<file path="src/rtl/result_stream_packer.sv">
// result_stream_packer: drains the detection result buffer three words at a
// time (x, y, candidate scale mask) and packs each detection into a single
// 32-bit record on a valid/ready stream. After each frame it emits one
// end-of-frame record that carries the frame id and the number of records sent.
module result_stream_packer #(
  parameter int DATA_WIDTH     = 12,
  parameter int NUM_RESIZE     = 5,
  parameter int COUNT_WIDTH    = 16,
  parameter int FRAME_ID_WIDTH = 8
) (
  input  logic                      clk,
  input  logic                      reset,
  input  logic [DATA_WIDTH-1:0]     result_data,
  input  logic                      result_empty,
  input  logic                      frame_end,
  output logic                      o_send_result,
  output logic [31:0]               o_out_data,
  output logic                      o_out_valid,
  input  logic                      out_ready,
  output logic [FRAME_ID_WIDTH-1:0] o_frame_id,
  output logic                      o_error
);

  localparam logic [3:0] S_IDLE     = 4'd0;
  localparam logic [3:0] S_RD_X     = 4'd1;
  localparam logic [3:0] S_LT_X     = 4'd2;
  localparam logic [3:0] S_RD_Y     = 4'd3;
  localparam logic [3:0] S_LT_Y     = 4'd4;
  localparam logic [3:0] S_RD_C     = 4'd5;
  localparam logic [3:0] S_LT_C     = 4'd6;
  localparam logic [3:0] S_EMIT     = 4'd7;
  localparam logic [3:0] S_EMIT_EOF = 4'd8;

  // Bit positions inside the packed records.
  localparam int Y_SHIFT    = DATA_WIDTH;
  localparam int C_SHIFT    = 2 * DATA_WIDTH;
  localparam int FID_SHIFT  = COUNT_WIDTH;

  logic [3:0]                state_reg, state_next;
  logic [DATA_WIDTH-1:0]     x_reg, y_reg;
  logic [31:0]               out_data_reg;
  logic [COUNT_WIDTH-1:0]    count_reg;
  logic [FRAME_ID_WIDTH-1:0] frame_id_reg;
  logic                      error_reg;
  logic                      eof_pending_reg;
  logic                      frame_end_d_reg;

  logic                      frame_end_edge;
  logic                      handshake;
  logic [31:0]               det_word;
  logic [31:0]               eof_word;

  // Strobe and valid are decoded straight from the state so that an
  // asynchronous reset removes them in the same instant.
  assign o_send_result = (state_reg == S_RD_X) || (state_reg == S_RD_Y) ||
                         (state_reg == S_RD_C);
  assign o_out_valid   = (state_reg == S_EMIT) || (state_reg == S_EMIT_EOF);
  assign o_out_data    = out_data_reg;
  assign o_frame_id    = frame_id_reg;
  assign o_error       = error_reg;

  assign frame_end_edge = frame_end && !frame_end_d_reg;
  assign handshake      = o_out_valid && out_ready;

  // Record images: the detection word takes the candidate straight off the
  // bus in LT_C (only its low scale bits), the EOF word uses live counters.
  always_comb begin
    det_word = (32'(result_data[NUM_RESIZE-1:0]) << C_SHIFT) |
               (32'(y_reg) << Y_SHIFT) |
               32'(x_reg);
    eof_word = 32'h8000_0000 |
               (32'(frame_id_reg) << FID_SHIFT) |
               32'(count_reg);
  end

  // Next-state logic; waiting data always wins over a pending EOF so a frame
  // is only closed once the buffer has been drained.
  always_comb begin
    state_next = state_reg;
    case (state_reg)
      S_IDLE: begin
        if (!result_empty)        state_next = S_RD_X;
        else if (eof_pending_reg) state_next = S_EMIT_EOF;
      end
      S_RD_X:     state_next = S_LT_X;
      S_LT_X:     state_next = result_empty ? S_IDLE : S_RD_Y;
      S_RD_Y:     state_next = S_LT_Y;
      S_LT_Y:     state_next = result_empty ? S_IDLE : S_RD_C;
      S_RD_C:     state_next = S_LT_C;
      S_LT_C:     state_next = S_EMIT;
      S_EMIT:     if (out_ready) state_next = S_IDLE;
      S_EMIT_EOF: if (out_ready) state_next = S_IDLE;
      default:    state_next = S_IDLE;
    endcase
  end

  // State register.
  always_ff @(posedge clk or negedge reset) begin
    if (!reset) state_reg <= S_IDLE;
    else        state_reg <= state_next;
  end

  // Capture x and y from the bus and freeze the outgoing record image the
  // cycle before it is presented; it is held untouched while waiting on ready.
  always_ff @(posedge clk or negedge reset) begin
    if (!reset) begin
      x_reg        <= '0;
      y_reg        <= '0;
      out_data_reg <= '0;
    end else begin
      if (state_reg == S_LT_X) x_reg <= result_data;
      if (state_reg == S_LT_Y) y_reg <= result_data;
      if (state_reg == S_LT_C) out_data_reg <= det_word;
      if (state_reg == S_IDLE && state_next == S_EMIT_EOF) out_data_reg <= eof_word;
    end
  end

  // Per-frame record counter (saturating) and frame id, both advanced only
  // on accepted records.
  always_ff @(posedge clk or negedge reset) begin
    if (!reset) begin
      count_reg    <= '0;
      frame_id_reg <= '0;
    end else if (handshake) begin
      if (state_reg == S_EMIT_EOF) begin
        count_reg    <= '0;
        frame_id_reg <= frame_id_reg + 1'b1;
      end else if (count_reg != '1) begin
        count_reg <= count_reg + 1'b1;
      end
    end
  end

  // Frame end edge detect; a new edge outranks the EOF handshake clearing the
  // flag, so an edge landing on that cycle opens the next EOF.
  always_ff @(posedge clk or negedge reset) begin
    if (!reset) begin
      frame_end_d_reg <= 1'b0;
      eof_pending_reg <= 1'b0;
    end else begin
      frame_end_d_reg <= frame_end;
      if (frame_end_edge)
        eof_pending_reg <= 1'b1;
      else if (handshake && state_reg == S_EMIT_EOF)
        eof_pending_reg <= 1'b0;
    end
  end

  // Sticky error: the buffer ran dry before a detection was fully read.
  always_ff @(posedge clk or negedge reset) begin
    if (!reset)
      error_reg <= 1'b0;
    else if ((state_reg == S_LT_X || state_reg == S_LT_Y) && result_empty)
      error_reg <= 1'b1;
  end

endmodule

</file>
<file path="config.mk">
export PLATFORM = sky130hd
export DESIGN_NAME = result_stream_packer
export DESIGN_NICKNAME = d
export VERILOG_FILES = /design/src/rtl/result_stream_packer.sv
export SDC_FILE = /design/constraint.sdc
export NUM_CORES = 1
export LEC_CHECK = 0
export ABC_AREA = 1
export BUFFER_PORTS_ARGS = -buffer_cell sky130_fd_sc_hd__buf_2
export CAP_MARGIN = 20
export CORE_MARGIN = 5
export CORE_UTILIZATION = 30
export DETAILED_ROUTE_END_ITERATION = 12
export SLEW_MARGIN = 40
export SYNTH_ARGS = -nofsm -noshare
export SYNTH_HDL_FRONTEND = slang
export SYNTH_SLANG_ARGS = --single-unit
</file>
<file path="constraint.sdc">
create_clock -name clk -period 2.2 [get_ports clk]
set_input_delay 0.22 -clock clk [delete_from_list [all_inputs] [get_ports clk]]
set_output_delay 0.22 -clock clk [all_outputs]
set_load 0.02 [all_outputs]
</file>
# == Word level (Yosys, flattened, before mapping) ==
# Cells that the tools add are included.
# totals
wordCells,53
out_inout_bits,43
in_bits,17
ff_bits,87
# classes
eq_ne,10
n_mux,12
bitwise,3
addsub,2
reduce_logical,17
# ops
op,count
$mux 32,2
$mux 16,2
$or 32x16->32,1
$pmux 4 s8,1
$or 29x12->29,1
$or 29x24->29,1
$add 16x1->16 const B,1
$eq 4x3->1 const B,4
$ne 16x16->1 const B,1
$mux 4,3
$add 8x1->8 const B,1
$eq 4x2->1 const B,2
$eq 4x4->1 const B,2
$reduce_bool 2->1,3
$logic_and 1x1->1,5
$eq 4x1->1 const B,1
$logic_not 4->1,1
$logic_or 1x1->1,4
$reduce_and 2->1,2
$mux 3,1
$mux 1,2
$mux 2,1
$reduce_or 2->1,1
$logic_not 1->1,1

# == Depth between registers and ports, before layout ==
# depth
word_depth,6
mapped_depth,11

# == Least setup slack after synthesis ==
# Ideal clock, no wire load.
# synth_path
kind,register to register
start,register count_reg[0]
end,register count_reg[10]
synth_period_minus_slack_ns,1.572
t_required_ns,2.079
slack_ns,0.628
setup_time_ns,0.121
path_stages_with_launch,11
t_arrival_ns,1.451
cell_sequence,dfrtp_1 -> ha_1 -> nand3_1 -> nor2_4 -> nand3_2 -> clkinv_1 -> nand2_1 -> nand2_2 -> buf_6 -> buf_6 -> o21ai_1
# synth_via
elab_chain_len,3
# synth_lines
item,line,rtl
start: declaration,42,logic [COUNT_WIDTH-1:0] count_reg;
start signal: assignment,129,count_reg <= count_reg + 1'b1;
$add 16x1->16 or $ne 16x16->1 (tied branches),"129, 128",
$mux 16 or $reduce_bool 2->1 (tied branches),--,
$mux 16 or $reduce_and 2->1 (tied branches),--,
# Parallel ways exist; a longest one is shown, timed or not. The select of a mux whose other input is x is not followed.
# A chain may end at the register's enable or synchronous reset.

# == Worst setup path in the final report ==
# layout_path
start,register count_reg[0]
end,register count_reg[7]
# The elaborated chain is that of the path after synthesis.

==> results.py <==
metrics = {
    "place": {
        "portBuffers": 57,
        "dp_hpwl_mm": 7.378,
        "gp_congestion": 0.8790,
    },
    "worst_setup_path": {
        "start_kind": "flop",
        "path_common_cell": "nand2_1",
        "slowest_stage": "dfrtp_1",
        "crit_chain": "ha_1, nand3_1, nor2_4, nand3_2, clkinv_1, nand2_1, nand2_2, inv_1, nand2_1, nand2_1",
        "critPathCaptureType": "flop",
        "crit_arrival_ps": 2100,
        "critPathRequiredTime_ps": 2430,
        "crit_type": "reg -> reg",
        "cpPeakStageDelay_ps": 460,
        "critPathMaxFanout": 16,
    },
    "routing": {
        "wl_mm": 10.07,
        "viasPerCell": 4.788,
        "wire_per_inst_um": 14.02,
        "antenna_left": 0,
        "drtPass1Iterations": 4,
        "drc": 0,
        "vias": 3438,
        "drt_iter0_drc": 196,
    },
    "global_route": {
        "antenna_found_initial": 0,
        "grt_util_all_layers_pct": 13.35,
        "grt_pass1_vias": 3408,
        "grt_max_degree": 38,
        "grt_pass1_wl_mm": 17.07,
        "grt-ovfl-total": 0,
    },
    "floorplan": {
        "initial_core_util_pct": 30.35,
        "fp.dieH_um": 125.5,
        "die_area_um2": 15760,
        "die_x_um": 125.5,
        "io_pins": 60,
        "core-area_um2": 13190,
        "core.rowCount": 42,
    },
    "clock_network": {
        "cts_tree": "yes",
        "clock_latency_ps": 340,
        "clockRootBuffer": "clkbuf_16",
        "cts_buffer_depth": 2,
        "clk_pin_slew_ps": 60,
        "hold_buffers": 2,
        "post_cts_buffers": 0,
        "cts_buffers": 9,
        "htree_levels": 3,
        "cts_sinks": 85,
        "cts-resized-gates": 0,
    },
    "flow_run": {
        "maxCapViolCount": 0,
    },
    "finish": {
        "area_growth_pct": 20.00,
        "fin_nets": 558,
        "fill_cells": 1336,
        "final_common_cell": "nand2_1",
        "multi_input_area_um2": 1593,
        "largest_reg_flops": 30,
        "diodes": 0,
        "final_layout_size_suffix_gt1_share_pct": 17.53,
        "final_cell_mix": "nand2_1 (121), nand3_1 (103), dfrtp_1 (85), buf_2 (56), inv_1 (38)",
        "regArea_um2": 2127,
        "fin_util_pct": 36.43,
    },
    "sta": {
        "setup_tns_ps": 0,
        "hold_viol": 0,
        "max_freq_mhz": 534.4,
        "period_needed_ps": 1871,
        "final_max_slew_viol_count": 0,
        "skew_ps": 6.877,
        "fin_crit_sh_pct": 85.06,
        "rsz0062_at_grt": "false",
        "setup_violations": 0,
    },
    "pwr": {
        "p_leak_nw": 2.408,
        "ir_drop_v": 0.0005404,
        "p_per_area_nw_per_um2": 1255,
    },
    "yosys": {
        "netlist_instances": 481,
        "synth_top_family_by_area": "simple AND/OR/NAND/NOR gates",
        "ys_ff_latch": 85,
        "yosysWarnings": 0,
        "synth_compound_area_share_pct": 5.688,
        "syn_area_um2": 4004,
        "synth_area_leader_cell": "dfrtp_1",
        "synthAdderAreaFrac_pct": 0.6250,
        "synthXorXnorAreaFrac_pct": 2.625,
        "synth_top_area_share_pct": 53.13,
        "netlist_top_cells_area": "dfrtp_1 (53%), nand3_1 (13%), nand2_1 (11%), o21ai_1 (4.5%), inv_1 (3.6%)",
        "seq_area_frac_synth_pct": 53.13,
        "synth.avg_cell_area_um2": 8.324,
        "synth_cell_types": 27,
        "synth-simple-area-share_pct": 30.66,
        "muxShareOfSynthArea_pct": 0,
    },
    "hold_path": {
        "hold_class": "in -> reg",
    },
    "run_status": {
        "status": "completed",
    },
}
[routing by layer]
| metal | GRT usage [%] | part of all wire [%] | vias up |
|---|---|---|---|
| met5 | 0 | 0 | - |
| met4 | 4.847 | 1.8 | 0 |
| met3 | 3.412 | 5.3 | 12 |
| met2 | 20.77 | 46 | 92 |
| met1 | 18.02 | 47 | 1635 |
| li1 | - | - | 1699 |
[cell usage after synthesis]
master    count
xnor2_1       3
o211ai_1      1
buf_4         2
clkbuf_1     13
or2_2         1
clkinv_1      2
o21ai_0       7
nor2_1       21
xor2_1        9
inv_2         3
nand4_1      12
inv_1        38
and3_1        1
nand3_2       1
nor2_4        4
nand2_1     121
dfrtp_1      85
buf_2         8
nand2_2       2
conb_1        1
a21oi_1       1
ha_1          2
nand3_4       1
buf_6         2
nor2_2        1
nand3_1     103
o21ai_1      36
[worst paths after layout]
kind	from	endpoint	cells past startpoint	slack [ps]
max in group asynchronous	reset	y_reg[5]	3	1220
min in group asynchronous	reset	o_out_data[0]	2	390
min reg2reg	frame_end_d_reg	eof_pending_reg	1	420
max reg2reg	count_reg[0]	count_reg[7]	10	330
min	result_data[6]	x_reg[6]	3	150
max	count_reg[0]	count_reg[7]	10	330
[kinds of logic after synthesis]
kind of cell,after synthesis
XOR/XNOR,12
AO/OA/AOI/OAI,45
adder cells (fa/ha/maj),2
buffers and inverters,68
other,1
AND/OR/NAND/NOR,268
flip-flops,85
[stage by stage]
step	instances	setup slack, ps	power, mW	hold WS [ps]	cell area [um^2]
5_1_grt	718	128.7	6.474	159.5	4805
3_5_place_dp	702	341.0	4.622	212.2	4504
2_1_floorplan	482	628.3	3.899	-75.59	4008
6_report	718	328.8	6.030	150.8	4805
3_3_place_gp	702	407.1	4.564	212.2	4504
4_1_cts	718	336.6	6.106	144.0	4805
[worst max-delay path, delay by kind of cell (launching register included)]
family	cells	cell delay [ps]
adders and majority gates	1	240
buffers and inverters	2	210
DFF	1	460
and+or+nand+nor	7	860
[where the power goes]
group          total [mW]  internal [mW]  switching, mW
Combinational        2.08          0.685           1.39
Sequential           2.49           2.10          0.391
Clock                1.46          0.867          0.596
[layout make-up]
| class | count | area share, % |
|---|---|---|
| clock inverters | 4 | 1.068 |
| clock buffers | 10 | 4.766 |
| well taps | 176 | 4.583 |
| flip-flops and latches | 85 | 44.27 |
| inverters | 43 | 3.359 |
| multi-input cells | 329 | 33.15 |
| repair buffers | 71 | 8.802 |
Note: power is estimated with default switching activity, not from simulation.
